## config.mk

```make
export PLATFORM = sky130hd
export DESIGN_NAME = rv32_fetch_queue_flat
export DESIGN_NICKNAME = d
export VERILOG_FILES = /design/src/rtl/rv32_pkg.sv /design/src/rtl/rv32_fetch_queue_if.sv /design/src/rtl/rv32_fetch_queue_mem.sv /design/src/rtl/rv32_fetch_queue.sv /design/src/flat_wrapper.sv
export SDC_FILE = /design/constraint.sdc
export NUM_CORES = 1
export LEC_CHECK = 0
export CAP_MARGIN = 20
export CORE_MARGIN = 2
export CORE_UTILIZATION = 59
export DETAILED_ROUTE_END_ITERATION = 16
export PLACE_DENSITY = 0.86
export RECOVER_POWER = 100
export SLEW_MARGIN = 20
export SYNTH_ARGS = -nofsm -noshare
export SYNTH_HDL_FRONTEND = slang
export SYNTH_SLANG_ARGS = --single-unit
```

## constraint.sdc

```tcl
create_clock -name clk -period 7.2 [get_ports clk]
set_clock_uncertainty 0.2 [all_clocks]
set_input_delay 1.44 -clock clk [delete_from_list [all_inputs] [get_ports clk]]
set_output_delay 1.44 -clock clk [all_outputs]
set_load 0.02 [all_outputs]
```

## src/rtl/rv32_pkg.sv

```systemverilog
`default_nettype none
// ============================================================================
//  Module      : rv32_pkg
//  Description : Shared RV32 front-end constants and types used by the
//                fetch queue and its neighbours.
//                RV32_XLEN    - architectural register / PC width
//                RV32_NOP     - canonical NOP (addi x0,x0,0)
//                fetch_pair_t - {pc, code} pair as it travels fetch->decode
//  Revision    : 1.0 - initial multi-entry fetch queue release
// ============================================================================
package rv32_pkg;

    localparam int          RV32_XLEN = 32;
    localparam logic [31:0] RV32_NOP  = 32'h0000_0013;

    typedef struct packed {
        logic [RV32_XLEN-1:0] pc;
        logic [31:0]          code;
    } fetch_pair_t;

endpackage : rv32_pkg
`default_nettype wire

```

## src/rtl/rv32_fetch_queue_if.sv

```systemverilog
`default_nettype none
// ============================================================================
//  Module      : rv32_fetch_queue_if
//  Description : Handshake bundle between the PC unit / decode stage and the
//                fetch queue.
//                flush, in_valid, in_pc, in_code, out_ready : into the queue
//                in_ready, out_valid, out_pc, out_code,
//                count, almost_full                          : out of the queue
//                master - environment side (fetch + decode)
//                slave  - queue side
//  Revision    : 1.0 - initial multi-entry fetch queue release
// ============================================================================
interface rv32_fetch_queue_if
    import rv32_pkg::*;
#(
    parameter int XLEN  = RV32_XLEN,
    parameter int DEPTH = 4
);
    localparam int CNT_W = $clog2(DEPTH + 1);

    logic             flush;
    logic             in_valid;
    logic [XLEN-1:0]  in_pc;
    logic [31:0]      in_code;
    logic             in_ready;
    logic             out_valid;
    logic [XLEN-1:0]  out_pc;
    logic [31:0]      out_code;
    logic             out_ready;
    logic [CNT_W-1:0] count;
    logic             almost_full;

    modport master (
        output flush, in_valid, in_pc, in_code, out_ready,
        input  in_ready, out_valid, out_pc, out_code, count, almost_full
    );

    modport slave (
        input  flush, in_valid, in_pc, in_code, out_ready,
        output in_ready, out_valid, out_pc, out_code, count, almost_full
    );

endinterface : rv32_fetch_queue_if
`default_nettype wire

```

## src/rtl/rv32_fetch_queue_mem.sv

```systemverilog
`default_nettype none
// ============================================================================
//  Module      : rv32_fetch_queue_mem
//  Description : DEPTH x WIDTH register array, one synchronous write port and
//                one asynchronous (combinational) read port. Contents are not
//                reset; the owner masks unwritten entries.
//                clk   - write clock
//                we    - write enable
//                waddr - write address,  wdata - write data
//                raddr - read address,   rdata - read data (same cycle)
//  Revision    : 1.0 - initial multi-entry fetch queue release
// ============================================================================
module rv32_fetch_queue_mem #(
    parameter int DEPTH = 4,
    parameter int WIDTH = 64,
    parameter int AW    = $clog2(DEPTH)
) (
    input  wire logic             clk,
    input  wire logic             we,
    input  wire logic [AW-1:0]    waddr,
    input  wire logic [WIDTH-1:0] wdata,
    input  wire logic [AW-1:0]    raddr,
    output logic      [WIDTH-1:0] rdata
);

    logic [WIDTH-1:0] mem_q [DEPTH];

    always_ff @(posedge clk) begin
        if (we) begin
            mem_q[waddr] <= wdata;
        end
    end

    assign rdata = mem_q[raddr];

endmodule : rv32_fetch_queue_mem
`default_nettype wire

```

## src/rtl/rv32_fetch_queue.sv

```systemverilog
`default_nettype none
// ============================================================================
//  Module      : rv32_fetch_queue
//  Description : Multi-entry show-ahead queue of {pc, instruction} pairs
//                between code fetch and decode. Presents NOP_INSTR / pc 0
//                when empty, flushes synchronously on redirect.
//                clk   - clock, rising edge
//                rst_n - asynchronous active-low reset
//                bus   - rv32_fetch_queue_if.slave (push side, pop side,
//                        flush, occupancy count, almost_full)
//  Revision    : 1.0 - initial multi-entry fetch queue release
// ============================================================================
module rv32_fetch_queue
    import rv32_pkg::*;
#(
    parameter int          XLEN      = RV32_XLEN,
    parameter int          DEPTH     = 4,
    parameter int          AF_MARGIN = 1,
    parameter logic [31:0] NOP_INSTR = RV32_NOP
) (
    input  wire logic          clk,
    input  wire logic          rst_n,
    rv32_fetch_queue_if.slave  bus
);

    localparam int PTR_W  = $clog2(DEPTH);
    localparam int CNT_W  = $clog2(DEPTH + 1);
    localparam int PAIR_W = XLEN + 32;

    localparam logic [CNT_W-1:0] C_DEPTH   = CNT_W'(DEPTH);
    localparam logic [CNT_W-1:0] C_AF_THR  = CNT_W'(DEPTH - AF_MARGIN);
    localparam logic [CNT_W-1:0] C_CNT_ONE = CNT_W'(1);
    localparam logic [PTR_W-1:0] C_PTR_ONE = PTR_W'(1);

    logic [PTR_W-1:0]  wr_ptr_q, wr_ptr_d;
    logic [PTR_W-1:0]  rd_ptr_q, rd_ptr_d;
    logic [CNT_W-1:0]  count_q,  count_d;
    logic              push, pop, full, empty;
    logic [PAIR_W-1:0] rd_pair;

    // Full/empty come only from registered count, so in_ready never depends
    // on out_ready: a pop in the same cycle does not free a slot for a push.
    always_comb begin
        full     = (count_q == C_DEPTH);
        empty    = (count_q == '0);
        push     = bus.in_valid  & ~full  & ~bus.flush;
        pop      = bus.out_ready & ~empty & ~bus.flush;
        wr_ptr_d = wr_ptr_q;
        rd_ptr_d = rd_ptr_q;
        count_d  = count_q;
        if (bus.flush) begin
            wr_ptr_d = '0;
            rd_ptr_d = '0;
            count_d  = '0;
        end else begin
            // Pointers wrap naturally because DEPTH is a power of two.
            if (push) wr_ptr_d = wr_ptr_q + C_PTR_ONE;
            if (pop)  rd_ptr_d = rd_ptr_q + C_PTR_ONE;
            case ({push, pop})
                2'b10:   count_d = count_q + C_CNT_ONE;
                2'b01:   count_d = count_q - C_CNT_ONE;
                default: count_d = count_q;
            endcase
        end
    end

    always_ff @(posedge clk or negedge rst_n) begin
        if (!rst_n) begin
            wr_ptr_q <= '0;
            rd_ptr_q <= '0;
            count_q  <= '0;
        end else begin
            wr_ptr_q <= wr_ptr_d;
            rd_ptr_q <= rd_ptr_d;
            count_q  <= count_d;
        end
    end

    rv32_fetch_queue_mem #(
        .DEPTH (DEPTH),
        .WIDTH (PAIR_W),
        .AW    (PTR_W)
    ) u_mem (
        .clk   (clk),
        .we    (push),
        .waddr (wr_ptr_q),
        .wdata ({bus.in_pc, bus.in_code}),
        .raddr (rd_ptr_q),
        .rdata (rd_pair)
    );

    // Unwritten storage may hold X; the empty mask keeps head outputs clean.
    assign bus.out_valid   = ~empty;
    assign bus.out_pc      = empty ? '0        : rd_pair[PAIR_W-1:32];
    assign bus.out_code    = empty ? NOP_INSTR : rd_pair[31:0];
    assign bus.in_ready    = ~full;
    assign bus.count       = count_q;
    assign bus.almost_full = (count_q >= C_AF_THR);

endmodule : rv32_fetch_queue
`default_nettype wire

```

## src/flat_wrapper.sv

```systemverilog
// flat-port wrapper written by rule: the top's interface ports become plain ports
module rv32_fetch_queue_flat import rv32_pkg::*;
#(
    parameter int          XLEN      = RV32_XLEN,
    parameter int          DEPTH     = 4,
    parameter int          AF_MARGIN = 1,
    parameter logic [31:0] NOP_INSTR = RV32_NOP
)
  (clk, rst_n, bus_flush, bus_in_valid, bus_in_pc, bus_in_code, bus_out_ready, bus_in_ready, bus_out_valid, bus_out_pc, bus_out_code, bus_count, bus_almost_full);
  rv32_fetch_queue_if #(.XLEN(XLEN), .DEPTH(DEPTH)) bus_i ();
  input  wire logic clk;
  input  wire logic rst_n;
  input wire logic [$bits(bus_i.flush)-1:0] bus_flush;
  input wire logic [$bits(bus_i.in_valid)-1:0] bus_in_valid;
  input wire logic [$bits(bus_i.in_pc)-1:0] bus_in_pc;
  input wire logic [$bits(bus_i.in_code)-1:0] bus_in_code;
  input wire logic [$bits(bus_i.out_ready)-1:0] bus_out_ready;
  output wire logic [$bits(bus_i.in_ready)-1:0] bus_in_ready;
  output wire logic [$bits(bus_i.out_valid)-1:0] bus_out_valid;
  output wire logic [$bits(bus_i.out_pc)-1:0] bus_out_pc;
  output wire logic [$bits(bus_i.out_code)-1:0] bus_out_code;
  output wire logic [$bits(bus_i.count)-1:0] bus_count;
  output wire logic [$bits(bus_i.almost_full)-1:0] bus_almost_full;
  assign bus_i.flush = bus_flush;
  assign bus_i.in_valid = bus_in_valid;
  assign bus_i.in_pc = bus_in_pc;
  assign bus_i.in_code = bus_in_code;
  assign bus_i.out_ready = bus_out_ready;
  assign bus_in_ready = bus_i.in_ready;
  assign bus_out_valid = bus_i.out_valid;
  assign bus_out_pc = bus_i.out_pc;
  assign bus_out_code = bus_i.out_code;
  assign bus_count = bus_i.count;
  assign bus_almost_full = bus_i.almost_full;
  rv32_fetch_queue #(.XLEN(XLEN), .DEPTH(DEPTH), .AF_MARGIN(AF_MARGIN), .NOP_INSTR(NOP_INSTR)) u_core (.clk(clk), .rst_n(rst_n), .bus(bus_i));
endmodule
```

# Word-level counts from Yosys, hierarchy flattened

Memory sizes are Yosys's and may differ from the RTL's.
Index checks and enable logic that the tools add are counted.

Bits in registers: 7
Bits in writable memories: 256
Input port bits: 69
Memories kept: 1

Add/sub/neg operators: 4
Magnitude comparators: 1
Eq/ne operators: 3
Multiplexer cells: 10
Bitwise gates (word level): 7
Reductions and logical operators: 4

Memory list:

| memory             | words | bits a word | rd ports | clocked after memory_dff | wr ports | RTL line                   | source |
|---|---|---|---|---|---|---|---|
| u_core.u_mem.mem_q | 4     | 64          | 1        | 0                        | 1        | rv32_fetch_queue_mem.sv:26 | `logic [WIDTH-1:0] mem_q [DEPTH];` |

Operator list:

| operator              | count |
|---|---|
| $mux W32              | 2 |
| $mux W2               | 4 |
| $pmux W3 S2           | 1 |
| $add A2 B1 Y2 const B | 2 |
| $and A1 B1 Y1         | 4 |
| $reduce_bool A2 Y1    | 2 |
| $add A3 B1 Y3 const B | 1 |
| $eq A3 B3 Y1 const B  | 1 |
| $ge A3 B2 Y1 const B  | 1 |
| $logic_not A3 Y1      | 1 |
| $mux W3               | 1 |
| $not A1 Y1            | 3 |
| $reduce_bool A3 Y1    | 1 |
| $sub A3 B1 Y3 const B | 1 |
| $eq A2 B1 Y1 const B  | 1 |
| $eq A2 B2 Y1 const B  | 1 |
| $mux W1               | 2 |

# Longest topological paths before layout

Depth after elaboration: 7
Depth in mapped cells: 8
Depth with buffers taken out: 7

# Modules after synthesis

A second synthesis with hierarchy kept.

Cells, all modules: 465
Area, all modules: 10,322.4 sq um

Modules (own cells, without submodules):

| module               | instances | cells each | area each (sq um) |
|---|---|---|---|
| rv32_fetch_queue_mem | 1         | 338        | 9,341.5 |
| rv32_fetch_queue     | 1         | 127        | 980.9 |

# Worst setup path after synthesis

OpenSTA, ideal clock, no wires.

Path kind: in2reg
From: in bus_flush
To: mem u_core.u_mem.mem_q[0][0] (enable)
Setup time: 429 ps
Arrival: 3,518 ps
Data required time: 6,571 ps
Slack: 3,053 ps
Cell stages on the path: 3
Path buffers: 1
Path through: clkbuf_1 -> nor3_1 -> and2_1

Cells in the longest elaborated chain, start to end: 4

RTL lines:

| element                       | RTL line                   | source |
|---|---|---|
| start, declared               | flat_wrapper.sv:13         | `input wire logic [$bits(bus_i.flush)-1:0] bus_flush;` |
| $not A1 Y1                    | rv32_fetch_queue.sv:46     | `push = bus.in_valid & ~full & ~bus.flush;` |
| $and A1 B1 Y1                 | rv32_fetch_queue.sv:46     |  |
| $mux W1                       | rv32_fetch_queue_mem.sv:29 | `if (we) begin` |
| $mux W1 (not written as such) | rv32_fetch_queue_mem.sv:30 | `mem_q[waddr] <= wdata;` |
| end, declared                 | rv32_fetch_queue_mem.sv:26 |  |

Every way passes these cells.

# Worst setup path in the final report

From: in bus_in_valid
To: mem u_core.u_mem.mem_q[0][26] (enable)

Cells in the longest elaborated chain, start to end: 4

RTL lines:

| element                       | RTL line                   | source |
|---|---|---|
| start, declared               | flat_wrapper.sv:14         | `input wire logic [$bits(bus_i.in_valid)-1:0] bus_in_valid;` |
| $and A1 B1 Y1 (2 in a row)    | rv32_fetch_queue.sv:46     |  |
| $mux W1                       | rv32_fetch_queue_mem.sv:29 |  |
| $mux W1 (not written as such) | rv32_fetch_queue_mem.sv:30 |  |

Every way passes these cells.

==> results.ini <==
[finish]
nets = 685
n_fill_cell = 961
drive_gt1_share_pct = 17.4
regArea_sq_um = 7870
fin_cells = 858
multi_input_area_sq_um = 2200
area_growth_pct = 23.6
utilization_pct = 74.0

[worst_hold_path]
hold_depth = 2
min_from = u_core.wr_ptr_q[0]$_DFFE_PN0P_
hold_class = register to register
hold_end = u_core.wr_ptr_q[0]$_DFFE_PN0P_

[yosys]
synthCells = 470
yosys_warnings = 0
syn_area_per_cell_sq_um = 21.8
ys_ff_latch = 263
syn-num-nets = 544
ys_types = 36
syn_area_sq_um = 10200
synth.yosys.seq_area_share_pct = 76.7

[worst_setup_path]
regToRegEndpoint = u_core.u_mem.mem_q[0][26]$_DFFE_PP_
path_class = input pin to register
timing.rr.start = u_core.bus.count[0]$_DFFE_PN0P_
rrSetupSlack_ns = 2.79
required_ns = 7.04
arrival_ns = 5.33
crit_path_start_kind = input pin
rr_worst_depth = 3
worst-path-max-fanout = 64
endpoint_kind = register

[pwr]
leakage_nw = 4.08
internal-power_w = 0.00302
p_sw_share_pct = 25.2
power_frac_clock_pct = 34.5
ir_worst_vdd_v = 0.000256
seqPwrFrac_pct = 45.1
p_per_area_nw_per_um2 = 319
power.share.combinational_pct = 20.3
power_switching_w = 0.00102

[global_route]
antenna_found_initial = 4
grt_pass1_vias = 5256
overflow = 0
grt_max_degree = 66
grt_pass1_wl_mm = 29.4
track_usage_pct = 21.3

[timing]
fin_ws_ns = 1.71
hold_viol_final = 0
tightest_slew_ns = 3.31
finalMaxSlewViolations = 323
slew_headroom_pct = -121
post-route-min-period_ns = 5.49
fmax_mhz = 182
grt_setup_unrepaired = no
finalCritPeriodShare_pct = 76.2
setup_viol = 0
setup_tns_ns = 0

[cts]
clock_sinks = 263
path_clk_slew_ns = 0.06
hold_buffers = 0
clk-insertion-delay-late_ns = 0.51
cts_buffers = 26
clockRootBuffer = clkbuf_16
post_cts_buffers = 0
cts_tree = yes
cts_buffer_depth = 3
cts_max_level = 1
postCtsResizedCells = 0

[placed_design]
io_buffers = 138
routabilityCongestion = 0.712
placed_cells = 808
hpwl_mm = 10.7
pre_cts_ws_ns = 2.60

[floorplan]
die_height_um = 136
die_area_sq_um = 18400
start_util_pct = 59.9
ios = 139
core_sq_um = 17100
die_x_um = 136
rows = 48

[status]
status = finished with violations
violations = capacitance limit, slew limit

[detailed_routing]
wl_per_cell_um = 22.5
viasPerCell = 5.74
wirelength_mm = 19.3
first_iter_violations = 316
vias = 4928
ant_nets = 0
remaining_drc_errors = 0
dr.pass1.iters = 6

[job]
maxCapViolations = 5

==> critical path, stage by stage <==
cell and delay [ns]:
dlygate4sd3_1 0.80, inv_1 0.16, nor3_1 0.43, and2_1 2.46
==> cell families (layout without fill, tap and decap cells) <==
family / after synthesis / after routing / share of synthesized area, %
adder cells (fa/ha/maj): 5 / 5 / 0.684
XOR/XNOR: 3 / 3 / 0.256
AO/OA/AOI/OAI: 17 / 17 / 1.28
other: 0 / 2 / 0
multiplexers: 65 / 65 / 14.2
buffers and inverters: 32 / 193 / 1.75
flip-flops: 263 / 263 / 76.7
AND/OR/NAND/NOR: 85 / 85 / 5.13
==> state kept, by name, indices dropped and copies added (netlist names) <==
signal,count
u_core.bus.count,3
u_core.rd_ptr_q,2
u_core.u_mem.mem_q,256
u_core.wr_ptr_q,2
==> cell type report <==
| cell class | instances | area share [%] |
|---|---|---|
| Multi-Input combinational cell | 175 | 17.4 |
| Tap cell | 225 | 2.22 |
| Antenna cell | 2 | 0.0395 |
| Clock inverter | 19 | 1.69 |
| Sequential cell | 263 | 62.1 |
| Inverter | 6 | 0.178 |
| Clock buffer | 29 | 5.39 |
| Timing Repair Buffer | 139 | 11.0 |
==> metrics by stage <==
| stage | total power [W] | area (sq um) | hold WS, ns |
|---|---|---|---|
| floorplan | 0.00235 | 10200 | 0.357 |
| global placement | 0.00269 | 11800 | 0.373 |
| detailed placement | 0.00271 | 11800 | 0.409 |
| CTS | 0.00411 | 12700 | 0.422 |
| global route | 0.00418 | 12700 | 0.461 |
| finish | 0.00404 | 12700 | 0.433 |
==> worst max path at each step <==
| stage | cells past startpoint | startpoint | end |
|---|---|---|---|
| final | 4 | bus_in_valid | u_core.u_mem.mem_q[0][26]$_DFFE_PP_ |
| after global routing | 4 | bus_in_valid | u_core.u_mem.mem_q[0][26]$_DFFE_PP_ |
| after CTS | 4 | u_core.rd_ptr_q[0]$_DFFE_PN0P_ | bus_out_code[4] |
| after detailed placement | 4 | u_core.rd_ptr_q[0]$_DFFE_PN0P_ | bus_out_code[4] |
| after global placement | 4 | u_core.rd_ptr_q[0]$_DFFE_PN0P_ | bus_out_code[4] |
| after floorplan | 3 | bus_flush | u_core.u_mem.mem_q[0][0]$_DFFE_PP_ |
==> cells in the final DEF, fill, tap and decap left out, types with 2 or more instances in the layout <==
cell,count
mux4_2,64
a21oi_1,4
dfrtp_4,2
dlygate4sd3_1,93
and2_1,25
edfxtp_1,256
clkdlybuf4s50_1,45
dfrtp_1,5
nor3_1,2
diode_2,2
a21o_1,2
clkbuf_16,27
clkinv_2,6
bufinv_16,5
inv_1,6
nand3_1,2
clkinv_1,7
nor2_1,5
xor2_1,3
and2_0,40
or2_1,3
nand2_1,2
clkbuf_1,2
o21ai_0,2
ha_1,4
==> power by group through the flow <==
stage	combinational, W	sequential, W	clock (W)
3_5_place_dp	0.000856	0.00186	0
6_report	0.000821	0.00183	0.00140
4_1_cts	0.000865	0.00183	0.00142
5_1_grt	0.000875	0.00184	0.00147
3_3_place_gp	0.000842	0.00185	0
2_1_floorplan	0.000553	0.00179	0
==> cell usage after synthesis (all sizes together) <==
cell | count | area (sq um)
or3b | 1 | 8.76
nand3b | 1 | 7.51
o311ai | 1 | 8.76
edfxtp | 256 | 7690
a311o | 1 | 10.0
nor2 | 5 | 18.8
a211oi | 1 | 7.51
or2 | 3 | 18.8
a22oi | 1 | 7.51
o31ai | 1 | 12.5
a21oi | 4 | 20.0
a221oi | 1 | 15.0
a2111oi | 1 | 8.76
mux4 | 64 | 1440
nand2b | 1 | 6.26
nor4b | 1 | 8.76
o21ai | 2 | 10.0
clkbuf | 8 | 30.0
fa | 1 | 20.0
buf | 18 | 126
dfrtp | 7 | 175
o22ai | 1 | 6.26
a21bo | 1 | 10.0
and2 | 65 | 407
nand2 | 2 | 7.51
ha | 4 | 50.1
nor3 | 3 | 20.0
nand3 | 2 | 10.0
inv | 6 | 22.5
a21o | 2 | 15.0
mux2i | 1 | 10.0
nor3b | 1 | 12.5
xor2 | 3 | 26.3
==> routing by layer <==
layer  track usage, %  part of all wire (%)  vias up  wire [um]
met5                0                  0.14        -         27
met2             37.2                    53      148      10300
met3             4.79                   5.8       35       1120
li1                 -                     -     2190          -
met1             27.5                    39     2551       7440
met4             5.56                   2.0        4        376
Note: power is estimated with default switching activity, not from simulation.
